$ cat src/rtl/axi_rd_mux_nx1.sv
// axi_rd_mux_nx1: N:1 AXI4 read-channel multiplexer.
// The AR channel uses QoS-first, round-robin-second arbitration into a single
// output register slot. The source index is prepended to the ID. Per-source
// outstanding-burst counters gate eligibility. R beats are routed back
// combinationally using the index field of m_axi_rid.
module axi_rd_mux_nx1 #(
  parameter int S_COUNT         = 4,
  parameter int DATA_WIDTH      = 32,
  parameter int ADDR_WIDTH      = 32,
  parameter int S_ID_WIDTH      = 4,
  parameter int MAX_OUTSTANDING = 8,
  parameter int QOS_ENABLE      = 1,
  localparam int SIDX_W         = $clog2(S_COUNT),
  localparam int M_ID_WIDTH     = S_ID_WIDTH + SIDX_W
) (
  input  logic                          clk,
  input  logic                          rst,
  input  logic [S_COUNT*S_ID_WIDTH-1:0] s_axi_arid,
  input  logic [S_COUNT*ADDR_WIDTH-1:0] s_axi_araddr,
  input  logic [S_COUNT*8-1:0]          s_axi_arlen,
  input  logic [S_COUNT*4-1:0]          s_axi_arqos,
  input  logic [S_COUNT-1:0]            s_axi_arvalid,
  output logic [S_COUNT-1:0]            s_axi_arready,
  output logic [S_COUNT*S_ID_WIDTH-1:0] s_axi_rid,
  output logic [S_COUNT*DATA_WIDTH-1:0] s_axi_rdata,
  output logic [S_COUNT*2-1:0]          s_axi_rresp,
  output logic [S_COUNT-1:0]            s_axi_rlast,
  output logic [S_COUNT-1:0]            s_axi_rvalid,
  input  logic [S_COUNT-1:0]            s_axi_rready,
  output logic [M_ID_WIDTH-1:0]         m_axi_arid,
  output logic [ADDR_WIDTH-1:0]         m_axi_araddr,
  output logic [7:0]                    m_axi_arlen,
  output logic [3:0]                    m_axi_arqos,
  output logic                          m_axi_arvalid,
  input  logic                          m_axi_arready,
  input  logic [M_ID_WIDTH-1:0]         m_axi_rid,
  input  logic [DATA_WIDTH-1:0]         m_axi_rdata,
  input  logic [1:0]                    m_axi_rresp,
  input  logic                          m_axi_rlast,
  input  logic                          m_axi_rvalid,
  output logic                          m_axi_rready,
  output logic                          rid_err
);

  localparam int CNT_W = $clog2(MAX_OUTSTANDING + 1);

  // Unpacked views of the source-side AR buses
  logic [S_ID_WIDTH-1:0] src_id   [S_COUNT];
  logic [ADDR_WIDTH-1:0] src_addr [S_COUNT];
  logic [7:0]            src_len  [S_COUNT];
  logic [3:0]            src_qos  [S_COUNT];

  logic [S_COUNT-1:0]    eligible;
  logic [S_COUNT-1:0]    cand;
  logic [S_COUNT-1:0]    cand_rot;
  logic [S_COUNT-1:0]    r_route;
  logic [3:0]            max_qos;
  logic [SIDX_W-1:0]     ptr_reg;
  logic [SIDX_W-1:0]     off;
  logic [SIDX_W-1:0]     winner;
  logic [SIDX_W:0]       sum;
  logic                  found;
  logic                  slot_free;
  logic                  grant_valid;

  logic                  m_arvalid_reg;
  logic [M_ID_WIDTH-1:0] m_arid_reg;
  logic [ADDR_WIDTH-1:0] m_araddr_reg;
  logic [7:0]            m_arlen_reg;
  logic [3:0]            m_arqos_reg;
  logic                  rid_err_reg;

  logic [SIDX_W-1:0]     r_idx;
  logic                  r_idx_ok;
  logic                  rlast_hs;

  // The output slot can take a new request when it is empty or draining this cycle
  assign slot_free   = !m_arvalid_reg || m_axi_arready;
  assign grant_valid = !rst && slot_free && found;

  // R routing: the index field selects the source; unknown indices are sunk
  assign r_idx    = m_axi_rid[M_ID_WIDTH-1 -: SIDX_W];
  assign r_idx_ok = ({1'b0, r_idx} < (SIDX_W+1)'(S_COUNT));
  assign m_axi_rready = r_idx_ok ? s_axi_rready[r_idx] : 1'b1;
  assign rlast_hs = m_axi_rvalid && m_axi_rready && m_axi_rlast;

  genvar gi;
  generate
    for (gi = 0; gi < S_COUNT; gi++) begin : g_src
      logic [CNT_W-1:0] count_reg;
      logic             inc;
      logic             dec;

      assign src_id[gi]   = s_axi_arid[gi*S_ID_WIDTH +: S_ID_WIDTH];
      assign src_addr[gi] = s_axi_araddr[gi*ADDR_WIDTH +: ADDR_WIDTH];
      assign src_len[gi]  = s_axi_arlen[gi*8 +: 8];
      assign src_qos[gi]  = s_axi_arqos[gi*4 +: 4];

      // A source competes only while it has outstanding-burst headroom
      assign eligible[gi] = s_axi_arvalid[gi] && (count_reg < CNT_W'(MAX_OUTSTANDING));
      assign cand[gi]     = eligible[gi] && ((QOS_ENABLE == 0) || (src_qos[gi] == max_qos));

      assign s_axi_arready[gi] = grant_valid && (winner == SIDX_W'(gi));
      assign r_route[gi]       = r_idx_ok && (r_idx == SIDX_W'(gi));
      assign s_axi_rvalid[gi]  = m_axi_rvalid && r_route[gi];

      // Return data fields are broadcast; only rvalid is steered
      assign s_axi_rid[gi*S_ID_WIDTH +: S_ID_WIDTH]   = m_axi_rid[S_ID_WIDTH-1:0];
      assign s_axi_rdata[gi*DATA_WIDTH +: DATA_WIDTH] = m_axi_rdata;
      assign s_axi_rresp[gi*2 +: 2]                   = m_axi_rresp;
      assign s_axi_rlast[gi]                          = m_axi_rlast;

      assign inc = s_axi_arready[gi];
      assign dec = rlast_hs && r_route[gi];

      // Outstanding-burst counter; simultaneous accept and completion cancel
      always_ff @(posedge clk) begin
        if (rst) begin
          count_reg <= '0;
        end else if (inc && !dec) begin
          count_reg <= count_reg + 1'b1;
        end else if (dec && !inc && (count_reg != '0)) begin
          count_reg <= count_reg - 1'b1;
        end
      end
    end
  endgenerate

  // Highest QoS value among eligible sources
  always_comb begin
    max_qos = '0;
    for (int i = 0; i < S_COUNT; i++) begin
      if (eligible[i] && (src_qos[i] > max_qos)) begin
        max_qos = src_qos[i];
      end
    end
  end

  // Round-robin pick: rotate candidates so the pointer is bit 0, take the lowest set bit
  always_comb begin
    cand_rot = S_COUNT'({cand, cand} >> ptr_reg);
    off      = '0;
    found    = 1'b0;
    for (int k = S_COUNT - 1; k >= 0; k--) begin
      if (cand_rot[k]) begin
        off   = SIDX_W'(k);
        found = 1'b1;
      end
    end
    sum = {1'b0, ptr_reg} + {1'b0, off};
    if (sum >= (SIDX_W+1)'(S_COUNT)) begin
      sum = sum - (SIDX_W+1)'(S_COUNT);
    end
    winner = sum[SIDX_W-1:0];
  end

  // AR slot valid flag and round-robin pointer
  always_ff @(posedge clk) begin
    if (rst) begin
      m_arvalid_reg <= 1'b0;
      ptr_reg       <= '0;
    end else if (grant_valid) begin
      m_arvalid_reg <= 1'b1;
      ptr_reg       <= (winner == SIDX_W'(S_COUNT - 1)) ? '0 : winner + 1'b1;
    end else if (m_axi_arready) begin
      m_arvalid_reg <= 1'b0;
    end
  end

  // AR payload capture; held while the slot waits for m_axi_arready
  always_ff @(posedge clk) begin
    if (grant_valid) begin
      m_arid_reg   <= {winner, src_id[winner]};
      m_araddr_reg <= src_addr[winner];
      m_arlen_reg  <= src_len[winner];
      m_arqos_reg  <= src_qos[winner];
    end
  end

  // One-cycle error pulse for each beat carrying an out-of-range source index
  always_ff @(posedge clk) begin
    if (rst) begin
      rid_err_reg <= 1'b0;
    end else begin
      rid_err_reg <= m_axi_rvalid && !r_idx_ok;
    end
  end

  assign m_axi_arvalid = m_arvalid_reg;
  assign m_axi_arid    = m_arid_reg;
  assign m_axi_araddr  = m_araddr_reg;
  assign m_axi_arlen   = m_arlen_reg;
  assign m_axi_arqos   = m_arqos_reg;
  assign rid_err       = rid_err_reg;

endmodule

$ cat config.mk
export PLATFORM = sky130hd
export DESIGN_NAME = axi_rd_mux_nx1
export DESIGN_NICKNAME = d
export VERILOG_FILES = /design/src/rtl/axi_rd_mux_nx1.sv
export SDC_FILE = /design/constraint.sdc
export NUM_CORES = 1
export LEC_CHECK = 0
export CORE_AREA = 2 2 181 183
export CTS_BUF_LIST = sky130_fd_sc_hd__clkbuf_16
export DETAILED_ROUTE_END_ITERATION = 8
export DIE_AREA = 0 0 183 185
export SETUP_SLACK_MARGIN = 0.4
export SYNTH_ARGS = -nofsm -noshare
export SYNTH_HDL_FRONTEND = slang
export SYNTH_SLANG_ARGS = --single-unit
$ cat constraint.sdc
create_clock -name clk -period 14.9 [get_ports clk]
set_clock_uncertainty 0.05 [all_clocks]
set_input_delay 4.47 -clock clk [delete_from_list [all_inputs] [get_ports clk]]
set_output_delay 4.47 -clock clk [all_outputs]
set_load 0.1 [all_outputs]
==> run_results.csv <==
group,metric,value,unit
synthesis,synth-seq-area-share,27.4,%
pwr,p_int,758,uW
pwr,p_comb_share,65.8,%
clock_network,htreeDepth,3,
grt,grt_pass1_wl,34100,um
cells_and_area,fin_util,33.0,%
clock_network,clockBufferDepth,2,
critical_path,critPathTopFamily,"compound AO/OA/AOI/OAI gates",
sta,slew_violations,0,
synthesis,avgSynthCellArea,9.88,um2
placed_design,post-place-cells,1260,
pwr,p_switching,613,uW
floorplanning,die-area,33900,um2
synthesis,synthCells,694,
critical_path,required,10380,ps
synthesis,netlist_area,6860,um2
synthesis,synth-simple-area-share,10.8,%
cells_and_area,antennaDiodeCount,0,
hold_path,min_path_type,"reg2reg",
synthesis,synth_mux_area_share,23.6,%
cells_and_area,area_growth,54.4,%
grt,antenna_found_initial,1,
sta,fin_crit_sh,98.3,%
clock_network,clkTransAtPathRegs,60,ps
cells_and_area,layout-drive-gt1-share,26.1,%
synthesis,synth_adder_area_share,5.53,%
synthesis,synthXorXnorAreaFrac,1.93,%
pwr,pwr-share-seq,20.4,%
drt,wl_per_cell,18.8,um
cells_and_area,largest_reg_flops,32,
critical_path,crit_type,"in2out",
critical_path,end_kind,"primary output",
critical_path,critPathMaxStageDelay,310,ps
synthesis,ys_types,70,
run_status,status,"complete, no violations",
pwr,p_leak,0.00401,uW
cells_and_area,stdcell_count,1316,
synthesis,synth_edf_count,50,
cells_and_area,final_common_cell,"clkdlybuf4s50_1",
drt,first_iter_violations,142,
floorplanning,fp.dieW,183,um
clock_network,cts-root-buf,"clkbuf_16",
sta,fmax,0.0683,GHz
grt,first_global_vias,5878,
sta,tightest_slew,1090,ps
critical_path,cpMostUsedCell,"ha_4",
critical_path,worstPathArrival,10120,ps
job,cap_violations,0,
clock_network,cts_hold_buf,0,
cells_and_area,seq_area,1880,um2
sta,min_period,14640,ps
placed_design,numPortBuffers,270,
floorplanning,start_util,21.4,%
drt,vias,5877,
floorplanning,die_h,185,um
drt,ant_nets,0,
floorplanning,num_rows,66,
floorplanning,core,32000,um2
grt,grt_use_met2,25.9,%
grt,use_met1,11.8,%
synthesis,synth_top_family_by_area,"multiplexers",
synthesis,synthFlopType,"edfxtp_1",
pwr,power-per-cell-area,129,nW/um2
grt,grt_util_all_layers,13.4,%
clock_network,clk_latency,340,ps
grt,met3_usage,4.07,%
sta,finalSetupViolations,0,
critical_path,path_buf_inv,8,
synthesis,synth_async_sr_flop_share,0,%
drt,routed_wl,24700,um
pwr,p_clk_share,13.8,%
clock_network,clock_sinks,69,
grt,grt_max_degree,49,
critical_path,worstPathMaxFanout,7,
cells_and_area,multi_input_area,4260,um2
cells_and_area,fin_nets,1175,
synthesis,ys_seq_elements,69,
pwr,ir_drop,0.0000777,V
drt,drt_first_pass_iters,6,
synthesis,syn_nets,966,
sta,timing_hold_violations_final,0,
synthesis,synth_compound_area_share,10.3,%
placed_design,dp_hpwl,19100,um
synthesis,synth_warnings,0,
clock_network,cts_tree,"done",
cells_and_area,layout_common_cells,"clkdlybuf4s50_1, mux2i_1, buf_4, edfxtp_1, nand2_1",
critical_path,slowest_stage,"ha_4",
floorplanning,ios,462,
placed_design,gp_congestion,0.922,
sta,max-slew-margin-rel,27.1,%
critical_path,cp-start-kind,"input pin",
drt,vias_per_cell,4.47,
sta,setup-tns-final,0,ps
grt,grt-busiest-layer,"met2",
cells_and_area,nFillCells,3205,
grt,grt_overflow,0,
drt,drc,0,
sta,rsz0062_at_grt,"yes",
clock_network,cts_buffers,9,
pwr,switching_share,44.7,%
final timing paths:
path	start	cells past startpoint	slack [ps]	endpoint
setup / recovery	s_axi_arvalid[0]	33	260	s_axi_arready[3]
hold / removal	g_src[2].count_reg[2]$_SDFFE_PP0P_	2	420	g_src[2].count_reg[2]$_SDFFE_PP0P_
setup reg to reg	g_src[0].count_reg[3]$_SDFFE_PP0P_	34	7050	m_axi_arid[2]$_DFFE_PP_
hold reg to reg	g_src[2].count_reg[2]$_SDFFE_PP0P_	2	420	g_src[2].count_reg[2]$_SDFFE_PP0P_
routing by layer:
metal	part of all wire, %	wire length [um]
met1	33	8140
met2	53	13000
met3	8.2	2020
met4	6.2	1540
met5	0.081	20
power groups by stage:
stage / registers [uW] / clock network, uW / logic, uW
6_report: 279 / 190 / 902
5_1_grt: 283 / 207 / 957
4_1_cts: 280 / 199 / 861
3_5_place_dp: 284 / 0 / 826
3_3_place_gp: 283 / 0 / 822
2_1_floorplan: 450 / 0 / 619
metrics by stage:
step                      cell area, um2  setup slack [ps]  total power (uW)  hold slack, ps
final                              10600               258              1370             423
after global routing               10600              27.4              1450             464
after CTS                          10000               204              1340             428
after detailed placement            9360              -461              1110             417
after global placement              9360              -377              1100             413
after floorplan                     6900               334              1070             393
layout make-up:
class	instances	area share, %
Sequential cell	69	17.8
Tap cell	408	4.82
Clock inverter	7	0.272
Timing Repair Buffer	384	34.3
Clock buffer	9	2.13
Multi-Input combinational cell	427	40.2
Inverter	12	0.449
tightest hold or removal path, delay by kind of cell, from the launching register on:
kind,cells,cell delay (ps)
DFF,1,320
buffers and inverters,1,50
AOI/OAI and AO/OA,1,50
kinds of logic (layout without fill, tap and decap cells):
logic type,count (synthesis),after routing
buffers and inverters,198,412
multiplexers,160,160
AND/OR/NAND/NOR,133,133
AO/OA/AOI/OAI,92,92
flip-flops,69,69
adder cells (fa/ha/maj),28,28
XOR/XNOR,13,13
other,1,1
Yosys cell counts (3+ instances only):
| cell type | number | share of area, % |
|---|---|---|
| nor4_1 | 6 | 0.55 |
| inv_1 | 12 | 0.66 |
| nand3b_1 | 6 | 0.66 |
| a32o_1 | 4 | 0.58 |
| nand4_1 | 6 | 0.55 |
| nor2_1 | 27 | 1.5 |
| o21ai_1 | 4 | 0.29 |
| a21o_1 | 10 | 1.1 |
| o311ai_2 | 3 | 0.71 |
| clkbuf_1 | 13 | 0.71 |
| xor2_1 | 8 | 1.0 |
| nor3b_1 | 4 | 0.44 |
| nand2_1 | 29 | 1.6 |
| nand2b_1 | 7 | 0.64 |
| dfxtp_1 | 19 | 5.5 |
| o21ai_0 | 4 | 0.29 |
| a211o_1 | 3 | 0.38 |
| nor3_1 | 5 | 0.36 |
| o211ai_1 | 7 | 0.77 |
| nand3_1 | 8 | 0.58 |
| o31ai_1 | 5 | 0.55 |
| edfxtp_1 | 50 | 22 |
| nor2b_1 | 8 | 0.73 |
| ha_1 | 23 | 4.2 |
| fa_1 | 4 | 1.2 |
| o211a_1 | 3 | 0.44 |
| a21oi_1 | 25 | 1.8 |
| xnor2_1 | 4 | 0.51 |
| buf_4 | 165 | 18 |
| a31o_2 | 3 | 0.38 |
| and3_1 | 6 | 0.55 |
| and2_1 | 5 | 0.46 |
| buf_6 | 4 | 0.66 |
| buf_2 | 4 | 0.29 |
| mux2i_1 | 156 | 23 |
repair_timing:
| item | CTS | global route |
|---|---|---|
| gates resized for setup | 78 | 69 |
| endpoints found under the setup margin | 4 | 4 |
| pin swaps | 43 | 48 |
| buffers inserted | 29 | 11 |
No activity file was read; power rests on OpenSTA's default activity.
